**src/rtl/tt_um_jimktrains_vslc_instr_fetch.sv**
```systemverilog
// ---------------------------------------------------------------------------
// tt_um_jimktrains_vslc_instr_fetch
//
// Instruction fetch stage that sits behind the VSLC EEPROM byte reader.
// Each serial-read byte is captured on the rising edge of the reader's
// ready level. Bytes are packed big-endian into INSTR_BYTES-wide words, and
// each word is tagged with the address of its first byte. Finished words are
// queued in a small FIFO for the execute stage.
//
// When the FIFO fills, the reader is frozen through hold_n. On a
// control-flow jump the reader is restarted at a new address by holding
// goto_address high for two cycles.
//
// Ports
//   clk, rst_n     clock (posedge) and synchronous active-low reset
//   byte_in        byte from the reader
//   byte_valid     reader ready level; a capture happens on its rising edge
//   byte_addr      EEPROM address of byte_in
//   hold_n         0 freezes the reader
//   goto_address   high for two cycles to restart the reader
//   jump_address   restart address handed to the reader
//   jump_req       one-cycle request to refetch from jump_target
//   jump_target    jump destination byte address
//   instr          FIFO head word, first byte in the MSBs
//   instr_pc       address of the first byte of instr
//   instr_valid    head word available (FIFO non-empty and not jumping)
//   instr_ready    consumer accepts the head word when instr_valid is high
//   fifo_count     number of words currently queued
// ---------------------------------------------------------------------------
module tt_um_jimktrains_vslc_instr_fetch #(
    parameter int INSTR_BYTES = 2,
    parameter int FIFO_DEPTH  = 4,
    parameter int ADDR_W      = 10
) (
    input  logic                              clk,
    input  logic                              rst_n,
    input  logic [7:0]                        byte_in,
    input  logic                              byte_valid,
    input  logic [ADDR_W-1:0]                 byte_addr,
    output logic                              hold_n,
    output logic                              goto_address,
    output logic [ADDR_W-1:0]                 jump_address,
    input  logic                              jump_req,
    input  logic [ADDR_W-1:0]                 jump_target,
    output logic [8*INSTR_BYTES-1:0]          instr,
    output logic [ADDR_W-1:0]                 instr_pc,
    output logic                              instr_valid,
    input  logic                              instr_ready,
    output logic [$clog2(FIFO_DEPTH+1)-1:0]   fifo_count
);

    localparam int WORD_W = 8 * INSTR_BYTES;
    localparam int PTR_W  = $clog2(FIFO_DEPTH);
    localparam int CNT_W  = $clog2(FIFO_DEPTH + 1);
    localparam int BIDX_W = (INSTR_BYTES > 1) ? $clog2(INSTR_BYTES) : 1;

    localparam logic [CNT_W-1:0]  FULL_COUNT = CNT_W'(FIFO_DEPTH);
    localparam logic [BIDX_W-1:0] LAST_BYTE  = BIDX_W'(INSTR_BYTES - 1);

    typedef enum logic [1:0] {
        ST_RUN,
        ST_JUMP0,
        ST_JUMP1
    } state_t;

    state_t              state_q,     state_d;
    logic                bv_prev_q,   bv_prev_d;
    logic [WORD_W-1:0]   asm_word_q,  asm_word_d;
    logic [BIDX_W-1:0]   asm_idx_q,   asm_idx_d;
    logic [ADDR_W-1:0]   asm_pc_q,    asm_pc_d;
    logic                cw_valid_q,  cw_valid_d;
    logic [WORD_W-1:0]   cw_word_q,   cw_word_d;
    logic [ADDR_W-1:0]   cw_pc_q,     cw_pc_d;
    logic [PTR_W-1:0]    rd_ptr_q,    rd_ptr_d;
    logic [PTR_W-1:0]    wr_ptr_q,    wr_ptr_d;
    logic [CNT_W-1:0]    count_q,     count_d;
    logic                hold_n_q,    hold_n_d;
    logic                goto_q,      goto_d;
    logic [ADDR_W-1:0]   jump_addr_q, jump_addr_d;

    logic [WORD_W-1:0]   mem_word_q [FIFO_DEPTH];
    logic [WORD_W-1:0]   mem_word_d [FIFO_DEPTH];
    logic [ADDR_W-1:0]   mem_pc_q   [FIFO_DEPTH];
    logic [ADDR_W-1:0]   mem_pc_d   [FIFO_DEPTH];

    logic                capture;
    logic                pop;
    logic                push;
    logic                pending_d;
    logic [WORD_W-1:0]   next_word;

    assign instr_valid  = (state_q == ST_RUN) && (count_q != '0);
    assign instr        = mem_word_q[rd_ptr_q];
    assign instr_pc     = mem_pc_q[rd_ptr_q];
    assign fifo_count   = count_q;
    assign hold_n       = hold_n_q;
    assign goto_address = goto_q;
    assign jump_address = jump_addr_q;

    // Next-state logic for the whole block.
    // The datapath is evaluated first: capture, assembly, and the FIFO
    // push/pop. The state machine is evaluated afterwards, so a jump
    // flush overrides whatever the datapath did in the same cycle. A
    // handshake in that cycle still counts as taken by the consumer.
    always_comb begin
        state_d     = state_q;
        bv_prev_d   = byte_valid;
        asm_word_d  = asm_word_q;
        asm_idx_d   = asm_idx_q;
        asm_pc_d    = asm_pc_q;
        cw_valid_d  = cw_valid_q;
        cw_word_d   = cw_word_q;
        cw_pc_d     = cw_pc_q;
        rd_ptr_d    = rd_ptr_q;
        wr_ptr_d    = wr_ptr_q;
        count_d     = count_q;
        jump_addr_d = jump_addr_q;
        mem_word_d  = mem_word_q;
        mem_pc_d    = mem_pc_q;

        // A frozen reader may keep byte_valid high, so only a rising edge
        // counts. The complete-word register is single entry, so nothing
        // new is taken while it is occupied.
        capture = (state_q == ST_RUN) && byte_valid && !bv_prev_q && !cw_valid_q;
        pop     = instr_valid && instr_ready;
        push    = cw_valid_q && ((count_q != FULL_COUNT) || pop);

        next_word = asm_word_q;
        for (int k = 0; k < INSTR_BYTES; k++) begin
            if (asm_idx_q == BIDX_W'(k)) begin
                next_word[8*(INSTR_BYTES-k)-1 -: 8] = byte_in;
            end
        end

        if (pop) begin
            rd_ptr_d = rd_ptr_q + PTR_W'(1);
        end

        if (push) begin
            mem_word_d[wr_ptr_q] = cw_word_q;
            mem_pc_d[wr_ptr_q]   = cw_pc_q;
            wr_ptr_d             = wr_ptr_q + PTR_W'(1);
            cw_valid_d           = 1'b0;
        end

        count_d = count_q + {{(CNT_W-1){1'b0}}, push} - {{(CNT_W-1){1'b0}}, pop};

        if (capture) begin
            asm_word_d = next_word;
            if (asm_idx_q == '0) begin
                asm_pc_d = byte_addr;
            end
            if (asm_idx_q == LAST_BYTE) begin
                asm_idx_d  = '0;
                cw_valid_d = 1'b1;
                cw_word_d  = next_word;
                cw_pc_d    = (asm_idx_q == '0) ? byte_addr : asm_pc_q;
            end else begin
                asm_idx_d = asm_idx_q + BIDX_W'(1);
            end
        end

        // A new jump request re-enters JUMP0 from any state. Re-entering
        // JUMP0 retargets the reader and restarts the two-cycle goto pulse.
        case (state_q)
            ST_RUN: begin
                if (jump_req) begin
                    state_d = ST_JUMP0;
                end
            end
            ST_JUMP0: begin
                state_d = jump_req ? ST_JUMP0 : ST_JUMP1;
            end
            ST_JUMP1: begin
                state_d = jump_req ? ST_JUMP0 : ST_RUN;
            end
            default: begin
                state_d = ST_RUN;
            end
        endcase

        if (jump_req) begin
            jump_addr_d = jump_target;
            rd_ptr_d    = '0;
            wr_ptr_d    = '0;
            count_d     = '0;
            cw_valid_d  = 1'b0;
            asm_idx_d   = '0;
        end

        // The reader is held only when a word has nowhere to go. During a
        // jump, hold stays released so the reader can see the goto edge.
        goto_d    = (state_d != ST_RUN);
        pending_d = cw_valid_d && (count_d == FULL_COUNT);
        hold_n_d  = goto_d || !((count_d == FULL_COUNT) || pending_d);
    end

    // Control and datapath registers, with synchronous active-low reset.
    // A partially assembled word is dropped by clearing the byte index.
    always_ff @(posedge clk) begin
        if (!rst_n) begin
            state_q     <= ST_RUN;
            bv_prev_q   <= 1'b0;
            asm_word_q  <= '0;
            asm_idx_q   <= '0;
            asm_pc_q    <= '0;
            cw_valid_q  <= 1'b0;
            cw_word_q   <= '0;
            cw_pc_q     <= '0;
            rd_ptr_q    <= '0;
            wr_ptr_q    <= '0;
            count_q     <= '0;
            hold_n_q    <= 1'b1;
            goto_q      <= 1'b0;
            jump_addr_q <= '0;
        end else begin
            state_q     <= state_d;
            bv_prev_q   <= bv_prev_d;
            asm_word_q  <= asm_word_d;
            asm_idx_q   <= asm_idx_d;
            asm_pc_q    <= asm_pc_d;
            cw_valid_q  <= cw_valid_d;
            cw_word_q   <= cw_word_d;
            cw_pc_q     <= cw_pc_d;
            rd_ptr_q    <= rd_ptr_d;
            wr_ptr_q    <= wr_ptr_d;
            count_q     <= count_d;
            hold_n_q    <= hold_n_d;
            goto_q      <= goto_d;
            jump_addr_q <= jump_addr_d;
        end
    end

    // FIFO storage needs no reset. Entries are only visible through
    // instr_valid, which depends on the count, and the count is reset.
    always_ff @(posedge clk) begin
        mem_word_q <= mem_word_d;
        mem_pc_q   <= mem_pc_d;
    end

endmodule
```
**config.mk**
```make
export PLATFORM = sky130hd
export DESIGN_NAME = tt_um_jimktrains_vslc_instr_fetch
export DESIGN_NICKNAME = d
export VERILOG_FILES = /design/src/rtl/tt_um_jimktrains_vslc_instr_fetch.sv
export SDC_FILE = /design/constraint.sdc
export NUM_CORES = 1
export LEC_CHECK = 0
export ABC_AREA = 1
export CORE_UTILIZATION = 59
export CTS_CLUSTER_SIZE = 14
export DETAILED_ROUTE_END_ITERATION = 7
export HOLD_SLACK_MARGIN = 0.05
export PLACE_DENSITY_LB_ADDON = 0.05
export SYNTH_ARGS = -nofsm -noshare
export SYNTH_HDL_FRONTEND = slang
export SYNTH_SLANG_ARGS = --single-unit
```
**constraint.sdc**
```tcl
create_clock -name clk -period 7.55 [get_ports clk]
set_clock_uncertainty 0.05 [all_clocks]
set_input_delay 0.755 -clock clk [delete_from_list [all_inputs] [get_ports clk]]
set_output_delay 0.755 -clock clk [all_outputs]
set_load 0.03 [all_outputs]
```
======== Yosys cells after proc, flatten, opt, wreduce, memory -nomap -nowiden ========
Cells that the tools add are included.
storage, ports and cells
  flip-flop bits (word level) ............. 180
  latch bits .............................. 0
  bits in writable memories ............... 0
  bits in read-only memories .............. 0
  input bits .............................. 33
  output and inout port bits .............. 42
  memories ................................ 0
operators by class
  add/sub/neg operators ................... 5
  multiply operators ...................... 0
  divide/modulo/power cells ............... 0
  magnitude comparators ................... 3
  equal/unequal tests ..................... 4
  shifts and indexed selects .............. 0
  multiplexer cells ....................... 24
  bitwise operators ....................... 4
  reductions and logical operators ........ 20
operators by type and width
  kind                 number
  $bwmux 64            1
  $mux 16              3
  $bwmux 40            1
  $bmux 16 s2          1
  $demux 16 s2         1
  $mux 10              3
  $bmux 10 s2          1
  $demux 10 s2         1
  $mux 8               2
  $logic_and 1x1->1    8
  $ge 3x3->1 const B   2
  $mux 1               6
  $not 2->3            2
  $pmux 2 s3           1
  $add 2x1->2 const B  2
  $mux 2               2
  $reduce_and 2->1     2
  $add 3x1->3          1
  $eq 3x3->1 const B   1
  $logic_not 1->1      3
  $logic_or 1x1->1     3
  $lt 3x1->1 const B   1
  $mux 3               1
  $ne 3x3->1 const B   1
  9 further kinds      10

======== Logic depth before layout (Yosys ltp) ========
  depth in word-level cells ............... 13
  gate-level depth with buffers ........... 13

======== Worst setup path after synthesis ========
OpenSTA, ideal clock, no wires.
  path type ............................... in2reg
  from .................................... in instr_ready
  to ...................................... reg mem_pc_q[0] (netlist name) (enable)
  library setup time ...................... 0.409 ns
  arrival time ............................ 2.283 ns
  required time ........................... 7.091 ns
  slack ................................... 4.809 ns
  cell stages on the path ................. 4
  path through ............................ nand3_1 > nand2_1 > nand2_1 > nor2_1
on the way
  word-level cells in the longest chain between the ends .. 3
ends and longest elaborated chain
  what                    line  text
  start: declaration      48    input logic instr_ready,
  $logic_and 1x1->1       125   pop = instr_valid && instr_ready;
  $logic_or 1x1->1        126   push = cw_valid_q && ((count_q != FULL_COUNT) || pop);
  $logic_and 1x1->1       126
  end signal: assignment  238   mem_pc_q <= mem_pc_d;
  end: declaration        83    logic [ADDR_W-1:0] mem_pc_q [FIFO_DEPTH];
No other way between the ends.
A chain may end at the register's enable or synchronous reset.

======== Worst setup path after layout ========
  from .................................... reg rd_ptr_q[1]
  to ...................................... out instr[11]
on the way
  word-level cells in the longest chain between the ends .. 4
ends and longest elaborated chain
  what                                         line  text
  start: declaration                           74    logic [PTR_W-1:0] rd_ptr_q, rd_ptr_d;
  start signal: assignment                     225   rd_ptr_q <= rd_ptr_d;
  $not 2->3 (implied by the code)              93    assign instr = mem_word_q[rd_ptr_q];
  $bmux 16 s2                                  93
  $mux 16 (implied by the code) (2 in series)  93
  end: declaration                             45    output logic [8*INSTR_BYTES-1:0] instr,
No other way between the ends. The select of a mux whose other input is x is not followed.

==> results.toml <==
[power]
fin_total_pwr_mw = 1.89
pwr-share-seq_pct = 53.5
combinationalPowerShare_pct = 4.0
vdd_ir_drop_max_mv = 0.123
power-per-cell-area_nw_per_um2 = 239
power.leakage_nw = 3.04
clkPwrFrac_pct = 42.5
cell_internal_pwr_mw = 1.51
total_switching_power_uw = 381
switching_share_pct = 20.2

[synthesis]
netlist-cell-type-count = 25
netlist.top_cell.by_area = "edfxtp_1"
yosysSeqAreaShare_pct = 68.5
synth_seq_cells = 172
netlist_instances = 621
primary_flip_flop_cell_chosen_by_synthesis_mapping = "edfxtp_1"
avgSynthCellArea_um2 = 10.5
syn-num-nets = 661
synth_top_cell_area_share_pct = 47.7
synth-warning-count = 0
async_reset_ff_share_pct = 0
synth.area.top_cells = "edfxtp_1 (48%), dfxtp_1 (21%), nor2_1 (5.7%), nand2_1 (5.0%), o21ai_0 (4.8%)"
mappedNetlistArea_um2 = 6550
number_of_enable_flip_flop_cells_after_synthesis = 104

[placed_design]
detailedPlacementHpwl_mm = 7.64
gp_congestion = 0.748
place_area_um2 = 7360
dpl.cell_count = 800
dp_slack_ps = 3430
placement.io_buffers = 74

[floorplan]
std_cell_rows = 38
dieArea_um2 = 11500
boundaryPins = 75
coreArea_um2 = 10800
floorplan.initialDensity_pct = 60.4
die_w_um = 107
floorplan.die.height_um = 107

[critical_path]
critical_path.max_fanout = 29
worst_setup_path_startpoint = "rd_ptr_q[1]"
reg_to_reg_startpoint = "state_q[0]"
regToRegEndpoint = "hold_n"
worst-endpoint-arrival_ps = 3430
critical_path_required_ps = 6740
crit_type = "reg -> out"
worstSetupEndpointType = "primary output"
crit_path_start_kind = "flop"
ff2ff_path_depth = 12
rrSetupSlack_ps = 4040

[routing]
vias_per_cell = 5.44
drc = 1
routed_wl_mm = 13.0
detailedRoute.firstPassIterationCount = 7
detailed_route_via_count = 4525
drt_iter0_markers = 238
avgRoutedWirePerCell_um = 15.6
detail-route-antenna-nets = 0

[worst_hold_path]
timing.hold.worst.class = "reg -> reg"
instance_count_along_the_most_critical_hold_path = 2
min_delay_worst_endpoint = "jump_address[0]"
min-delay-start = "jump_address[0]"

[layout]
num_antenna_cells = 0
multiInputGateArea_um2 = 1750
regArea_um2 = 4480
layout.core_utilization_pct = 73.1
final_layout_size_suffix_gt1_share_pct = 5.64
final.fill_count = 751
area_growth_pct = 20.9
finalInstanceArea_um2 = 7920
finalNonFillerCells = 832
fin_nets = 719

[timing]
timing.slew.headroom_pct = 22.0
setup_viol_count_final = 0
setup-tns-final_ps = 0
min_period_ps = 4230
timing.final.hold_violations = 0
period_share_pct = 56.0
finalMaxSlewViolations = 0
fmaxAchievable_mhz = 236
slew_at_the_pin_closest_to_its_max_slew_limit_ps = 1170
layout_setup_ws_ps = 3320
fin_worst_hold_slack_ps = 400
grt_setup_unrepaired = "no"

[clocking]
cts_max_level = 4
clock_sinks = 172
cts_root_buf = "clkbuf_8"
ctsResizeCount = 0
tritoncts = "built"
latest_clock_arrival_within_the_worst_skew_pair_ps = 530
cts_made_buffers = 17
clkTransAtPathRegs_ps = 60
cts.path.max_buffers = 2
post_cts_setup_repair_bufs = 0
postCtsHoldBufs = 0

[grt]
globalRoute.totalOverflow = 0
grt_usage_pct = 24.2
grt_start_max_net_pins = 55
first_global_vias = 4190
antenna_violations_before_repair = 0
grt_first_pass_wirelength_mm = 20.6

[run_status]
outcome = "finished, violations left"
failed_checks = "DRC"

[job]
cap_violations = 0
## worst max path at each step
stage          cells after the start  slack, ps           to
6_report                           4       3320    instr[11]
5_1_grt                            4       3150    instr[11]
4_1_cts                            4       3340    instr[11]
3_5_place_dp                       6       3430       hold_n
3_3_place_gp                       6       3540       hold_n
2_1_floorplan                      4       4810  mem_pc_q[0]
## layout by cell type (no fill, tap or decap), types with 2 or more instances in the layout
| cell | synthesis | routed |
|---|---|---|
| inv_1 | 50 | 50 |
| inv_4 | 0 | 2 |
| clkinv_2 | 0 | 3 |
| clkbuf_8 | 0 | 2 |
| o21ai_0 | 63 | 63 |
| nand3_1 | 14 | 14 |
| ha_1 | 6 | 6 |
| o21ai_1 | 7 | 7 |
| o22ai_1 | 26 | 26 |
| clkbuf_16 | 0 | 19 |
| nor2_1 | 100 | 96 |
| clkbuf_1 | 28 | 4 |
| nand4_1 | 20 | 20 |
| dfxtp_1 | 68 | 68 |
| clkdlybuf4s50_1 | 0 | 74 |
| a21oi_1 | 27 | 27 |
| buf_4 | 0 | 3 |
| nor2_4 | 0 | 4 |
| clkbuf_2 | 0 | 2 |
| nand3_2 | 2 | 2 |
| edfxtp_1 | 104 | 104 |
| nand2_1 | 87 | 87 |
## layout make-up
| class | count | area share, % |
|---|---|---|
| inverter | 51 | 2.42 |
| sequential | 172 | 56.6 |
| tap | 140 | 2.21 |
| multi-input combinational | 360 | 22.1 |
| clock buffer | 27 | 6.67 |
| clock inverter | 5 | 0.348 |
| timing repair buffer | 77 | 9.64 |
## power groups by stage
stage               Clock, mW  Sequential [mW]  Combinational (mW)
finish                  0.803             1.01              0.0760
global placement            0             1.03              0.0745
CTS                     0.811             1.01              0.0765
global route            0.847             1.01              0.0840
floorplan                   0             1.03              0.0375
detailed placement          0             1.03              0.0759
## registers in the layout, summed over array words and instances, names as in the netlist, 3 cells and up
| signal | flops |
|---|---|
| asm_pc_q | 10 |
| asm_word_q | 8 |
| cw_pc_q | 10 |
| cw_word_q | 16 |
| fifo_count | 3 |
| jump_address | 10 |
| mem_pc_q | 40 |
| mem_word_q | 64 |
## routing by layer
layer | routed length [µm] | vias up | global-route usage (%) | share of wire [%]
met5 | 0 | - | 0 | 0
met4 | 260 | 0 | 9.78 | 2.0
met3 | 739 | 25 | 5.93 | 5.7
met2 | 6270 | 150 | 39.1 | 48
met1 | 5720 | 2116 | 31.5 | 44
li1 | - | 2234 | - | -
## worst max-delay path: stages (launching register included)
cell and delay [ps]:
dfxtp_1 1090, inv_1 780, o21ai_0 290, o22ai_1 120, clkdlybuf4s50_1 600
## cells in the mapped netlist, types with 2 or more instances
library cell	count
o21ai_0	63
a21oi_1	27
nand3_1	14
clkbuf_1	28
buf_2	9
nand4_1	20
nor2_1	100
o22ai_1	26
edfxtp_1	104
nand2_1	87
o21ai_1	7
nand3_2	2
inv_1	50
dfxtp_1	68
ha_1	6
## cells by family after synthesis
| kind of cell | Yosys count | synth area share (%) |
|---|---|---|
| and+or+nand+nor | 229 | 14.8 |
| DFF | 172 | 68.5 |
| xor gates and xnor gates | 1 | 0.134 |
| AOI/OAI and AO/OA | 123 | 9.89 |
| adders and majority gates | 7 | 1.45 |
| buffers and inverters | 89 | 5.27 |
Power figures use the tool's default switching activity.
